<file path="src/rtl/if_pc_unit.sv">
// Fetch-stage program counter: picks the next fetch address from sequential,
// branch, exception and exception-return sources, and holds one redirect across a stall.
module if_pc_unit #(
  parameter int unsigned    XLEN        = 32,
  parameter logic [XLEN-1:0] RESET_VEC  = XLEN'(32'h0000_3000),
  parameter logic [XLEN-1:0] EXC_VEC    = XLEN'(32'h0000_4180),
  parameter int unsigned    INST_BYTES  = 4,
  parameter bit             ALIGN_CHECK = 1'b1
) (
  input  logic            clk,
  input  logic            reset,
  input  logic            stall,
  input  logic            br_valid,
  input  logic [XLEN-1:0] br_target,
  input  logic            exc_req,
  input  logic            eret_req,
  input  logic [XLEN-1:0] epc,
  output logic [XLEN-1:0] pc,
  output logic            pc_valid,
  output logic            redir_pending,
  output logic            if_adel
);

  localparam logic [XLEN-1:0] STEP        = XLEN'(INST_BYTES);
  localparam logic [XLEN-1:0] EXC_RESUME  = EXC_VEC + STEP;

  typedef enum logic {
    IDLE = 1'b0,
    PEND = 1'b1
  } state_t;

  state_t          state;
  logic [XLEN-1:0] pc_q;
  logic [XLEN-1:0] pend_q;

  // Next-PC selection; exceptions and returns bypass the stall entirely.
  always_ff @(posedge clk) begin
    if (reset) begin
      pc_q   <= RESET_VEC;
      pend_q <= '0;
      state  <= IDLE;
    end else if (exc_req) begin
      pc_q  <= EXC_RESUME;
      state <= IDLE;
    end else if (eret_req) begin
      pc_q  <= epc;
      state <= IDLE;
    end else if (stall) begin
      if (br_valid) begin
        pend_q <= br_target;
        state  <= PEND;
      end
    end else if (br_valid) begin
      pc_q  <= br_target;
      state <= IDLE;
    end else if (state == PEND) begin
      pc_q  <= pend_q;
      state <= IDLE;
    end else begin
      pc_q <= pc_q + STEP;
    end
  end

  // The handler is fetched in the same cycle the exception is taken.
  always_comb begin
    pc = pc_q;
    if (reset) begin
      pc = RESET_VEC;
    end else if (exc_req) begin
      pc = EXC_VEC;
    end
  end

  assign pc_valid      = ~reset;
  assign redir_pending = (state == PEND) && !reset;

  generate
    if (ALIGN_CHECK) begin : g_align
      assign if_adel = |pc[1:0];
    end else begin : g_no_align
      assign if_adel = 1'b0;
    end
  endgenerate

endmodule

</file>
<file path="config.mk">
export PLATFORM = sky130hd
export DESIGN_NAME = if_pc_unit
export DESIGN_NICKNAME = d
export VERILOG_FILES = /design/src/rtl/if_pc_unit.sv
export SDC_FILE = /design/constraint.sdc
export NUM_CORES = 1
export LEC_CHECK = 0
export BUFFER_PORTS_ARGS = -buffer_cell sky130_fd_sc_hd__buf_2
export CAP_MARGIN = 30
export CORE_MARGIN = 10
export CORE_UTILIZATION = 55
export CTS_CLUSTER_DIAMETER = 120
export CTS_CLUSTER_SIZE = 24
export DETAILED_ROUTE_END_ITERATION = 16
export PLACE_DENSITY = 0.83
export SLEW_MARGIN = 10
export SYNTH_ARGS = -nofsm -noshare
export SYNTH_HDL_FRONTEND = slang
export SYNTH_SLANG_ARGS = --single-unit
</file>
<file path="constraint.sdc">
create_clock -name clk -period 2.96 [get_ports clk]
set_clock_uncertainty 0.15 [all_clocks]
set_input_delay 0.592 -clock clk [delete_from_list [all_inputs] [get_ports clk]]
set_output_delay 0.592 -clock clk [all_outputs]
set_load 0.02 [all_outputs]
</file>
## Word level (Yosys, flattened, before mapping)

Cells that the tools add are included.

- Bits in read-only memories: 0
- Register bits after elaboration: 65
- Bits in latches: 0
- RAM bits: 0
- Input port bits: 70
- Memories: 0
- Output and inout bits: 35
- Logic and storage cells: 24

- $lt $le $gt $ge: 0
- Add/sub/neg operators: 1
- Reduce and logical (&&, ||, !) cells: 6
- Multipliers: 0
- Bitwise operators: 4
- Div/mod/pow operators: 0
- Muxes and demuxes: 7
- Shift-type cells: 0
- Eq/ne operators: 2

Operator list:

| cell | number |
|---|---|
| 2-to-1 mux 32 bit | 6 |
| adder 32 x 3 -> 32 bit (second input constant) | 1 |
| 2-to-1 mux 15 bit | 1 |
| NOT 1 bit | 4 |
| AND reduction 4 bit | 1 |
| OR reduction 2 bit | 2 |
| OR reduction 4 bit | 1 |
| != test 3 x 1 -> 1 bit (second input constant) | 1 |
| != test 2 x 1 -> 1 bit (second input constant) | 1 |
| logical AND 1 bit | 1 |
| logical NOT 1 bit | 1 |

## Depth between registers and ports, before layout

- Word-level depth: 6
- Depth in mapped cells: 7
- Mapped depth without buffers: 6

## Worst setup path before layout

No wires, ideal clock.

- Path type: input to output
- Start: input reset
- End: output pc[22]
- Buffers on the path: 3
- Stages on the path: 5
- Slack: 553 ps
- Data arrival time: 1665 ps
- Required time: 2218 ps
- Path through: clkbuf_1 -> nor2_1 -> clkbuf_1 -> clkbuf_1 -> and2_1

- Word-level cells in the longest chain between the ends: 1

Ends and longest elaborated chain:

| element | line | RTL |
|---|---|---|
| start, declared | 11 | `input logic reset,` |
| 2-to-1 mux 32 bit | 67 | `if (reset) begin` |
| end, declared | 18 | `output logic [XLEN-1:0] pc,` |

No other way between the ends.

## Worst setup path after layout

- Start: input reset
- End: output pc[13]

The elaborated chain is that of the path after synthesis.

==> metrics <==
status=finished, final reports clean; CTS tree=done; ys async rst share=0%; Setup crit end kind=primary output; Slew headroom=46.51%; # IOs=105; Iter 0 DRT Violations=436; hold_buf cts=0; vias post-DR=4533; Slew Limit Fails=0; EDFF count, synth=0; Tmin final=2.365 ns; WL per Instance=19.06 um; die area=11160 um^2; Worst Reg-to-Reg Cells=6; die extent in y=105.6 um; startpoint types=primary input; CTS clk-pin slew, worst paths=0.07 ns; initial antenna violation count=0; die width=105.6 um; vias in the first global route=4313; post-detailed-route count of antenna-violating nets=0; initial core utilization=56.22%; reg2reg setup slack=0.63 ns; Fin. Hold Viols=0; DRC=0; worst-case clock buffer depth=2; clk sinks=65; Routed WL=13760 um; nets@finish=689; Fin Setup TNS=0 ns; Pleak=1.892 nW; H-tree depth=3; synthesized area per cell=7.597 um^2; Final Worst Setup Slack=0.5948 ns; Tightest Pin Transition=0.8013 ns; Worst Hold Launch=pend_q[29]$_SDFFE_PP0P_; maxcap violations=0; Critical Path Fanout Max=35; non-filler cells, final=722; global-route wire length before repair=21890 um; Port Buf Inserts=104; Detailed Routing Iterations Pass 1=5; top cell type's share of synthesized area=32.26%; Top FF cell, synth=dfxtp_1; VDD IR-drop max=0.2845 mV; Seq/Total Area, Yosys=32.26%; post-CTS resize count=0; area delta synth->final=19.23%; total power=2.083 mW; dpl ws=0.5512 ns; most frequent cells after synthesis=nand2_1, dfxtp_1, a21oi_1; Data arrival, critical path=1.62 ns; flops & latches, synth=65; ratio of cells with drive above 1 in the final layout=24.88%; Worst Path Required=2.22 ns; DP HPWL=10240 um; post-CTS setup buffers=0; CORE AREA=7176 um^2; root buffer cell=clkbuf_8; RSZ-0062 raised after global routing=false; RR Startpoint=pc_q[2]$_SDFFE_PP0P_; PwrDens=433.1 nW/um^2; GRT Total Usage=23.48%; cell count after synthesis=531; GPL Wtd Cong=0.9530; Hold Path Stages=2; Area contributors post-synth=dfxtp_1, nand2_1, a21oi_1; FF-to-FF End=pc_q[28]$_SDFFE_PP0P_; Via density=6.278; mapped cell area=4034 um^2; fmax=422.8 MHz; Period Utilization, post-route=79.91%; hold worst-path end=pend_q[29]$_SDFFE_PP0P_; cell taking the most area after synthesis=dfxtp_1; Placed Cells=706; clock latency on the worst-skew pair=0.35 ns; most common cell in the netlist=nand2_1; cts bufs inserted=9; crit path kind=in -> out; Site Rows=31; Inserted Diodes=0; GR Overflow Total=0; post-synth net total=602; unique cell type count in the Yosys netlist=62; Final setup violation count=0; largest net degree at the start of global routing=39; final core area utilization=67.03%; Hold/Removal Path Class=reg -> reg; Yosys warning total=0
report_power, final:
part	switching [mW]	internal, mW
Combinational	0.197	0.136
Sequential	0.0512	0.910
Clock	0.376	0.413
worst max-delay path, cell delays in order:
cell and delay (ns):
buf_2 0.17, buf_4 0.36, inv_1 0.15, o21ai_0 0.14
buf_2 0.22
per-layer routing:
layer	track usage [%]	part of all wire (%)	vias to the layer above
met5	0	0	-
met4	9.381	1.4	0
met3	4.994	9.6	20
met2	37.10	47	264
met1	30.41	42	2130
li1	-	-	2119
metrics by stage:
step	instance area (um^2)	hold WS [ns]
2_1_floorplan	4034	0.2812
3_3_place_gp	4604	0.2869
3_5_place_dp	4604	0.2966
4_1_cts	4810	0.3070
5_1_grt	4810	0.3303
6_report	4810	0.3075
registers in the layout (all words and copies together) (netlist names), named ones only:
register	flops
pc_q	30
pend_q	32
state	1
layout make-up:
class                           instances  area [um^2]
Timing Repair Buffer                  118        650.6
Inverter                               12        45.04
Clock inverter                          6        67.56
Fill cell                             651         2366
Sequential cell                        65         1301
Multi-Input combinational cell        412         2484
Tap cell                               99        123.9
Clock buffer                           10        137.6
placed cells by master (no fill, tap or decap), types with 5 or more instances in the layout:
cell type	instances
o211ai_1	7
buf_2	104
a221oi_1	9
nor2b_1	5
nand2b_1	5
o221ai_1	6
nand4_1	11
a221o_1	11
a2bb2oi_1	6
nand3_1	13
nor3_1	6
o21ai_0	31
o22ai_1	5
buf_4	12
nand2_1	89
inv_1	11
o31ai_1	6
xnor2_1	9
o31a_1	5
nor2_1	33
and2_1	24
a21oi_1	55
nor4_1	10
clkbuf_8	10
dfxtp_1	65
worst max path at each step:
stage                          from  depth (start not counted)                    end
3_3_place_gp                exc_req                          6  pc_q[25]$_SDFFE_PP0P_
5_1_grt        pc_q[2]$_SDFFE_PP0P_                          6  pc_q[28]$_SDFFE_PP0P_
4_1_cts                       reset                          5                 pc[13]
3_5_place_dp                exc_req                          6  pc_q[24]$_SDFFE_PP0P_
2_1_floorplan                 reset                          5                 pc[22]
6_report                      reset                          5                 pc[13]
kinds of logic after synthesis:
group                    count (synthesis)  synth area share [%]
AND/OR/NAND/NOR                        220                 28.38
AO/OA/AOI/OAI                          174                 28.88
buffers and inverters                   54                 6.358
flip-flops                              65                 32.26
XOR/XNOR                                13                 2.823
adder cells (fa/ha/maj)                  1                0.3101
multiplexers                             4                0.9926
Note: power is estimated with default switching activity, not from simulation.
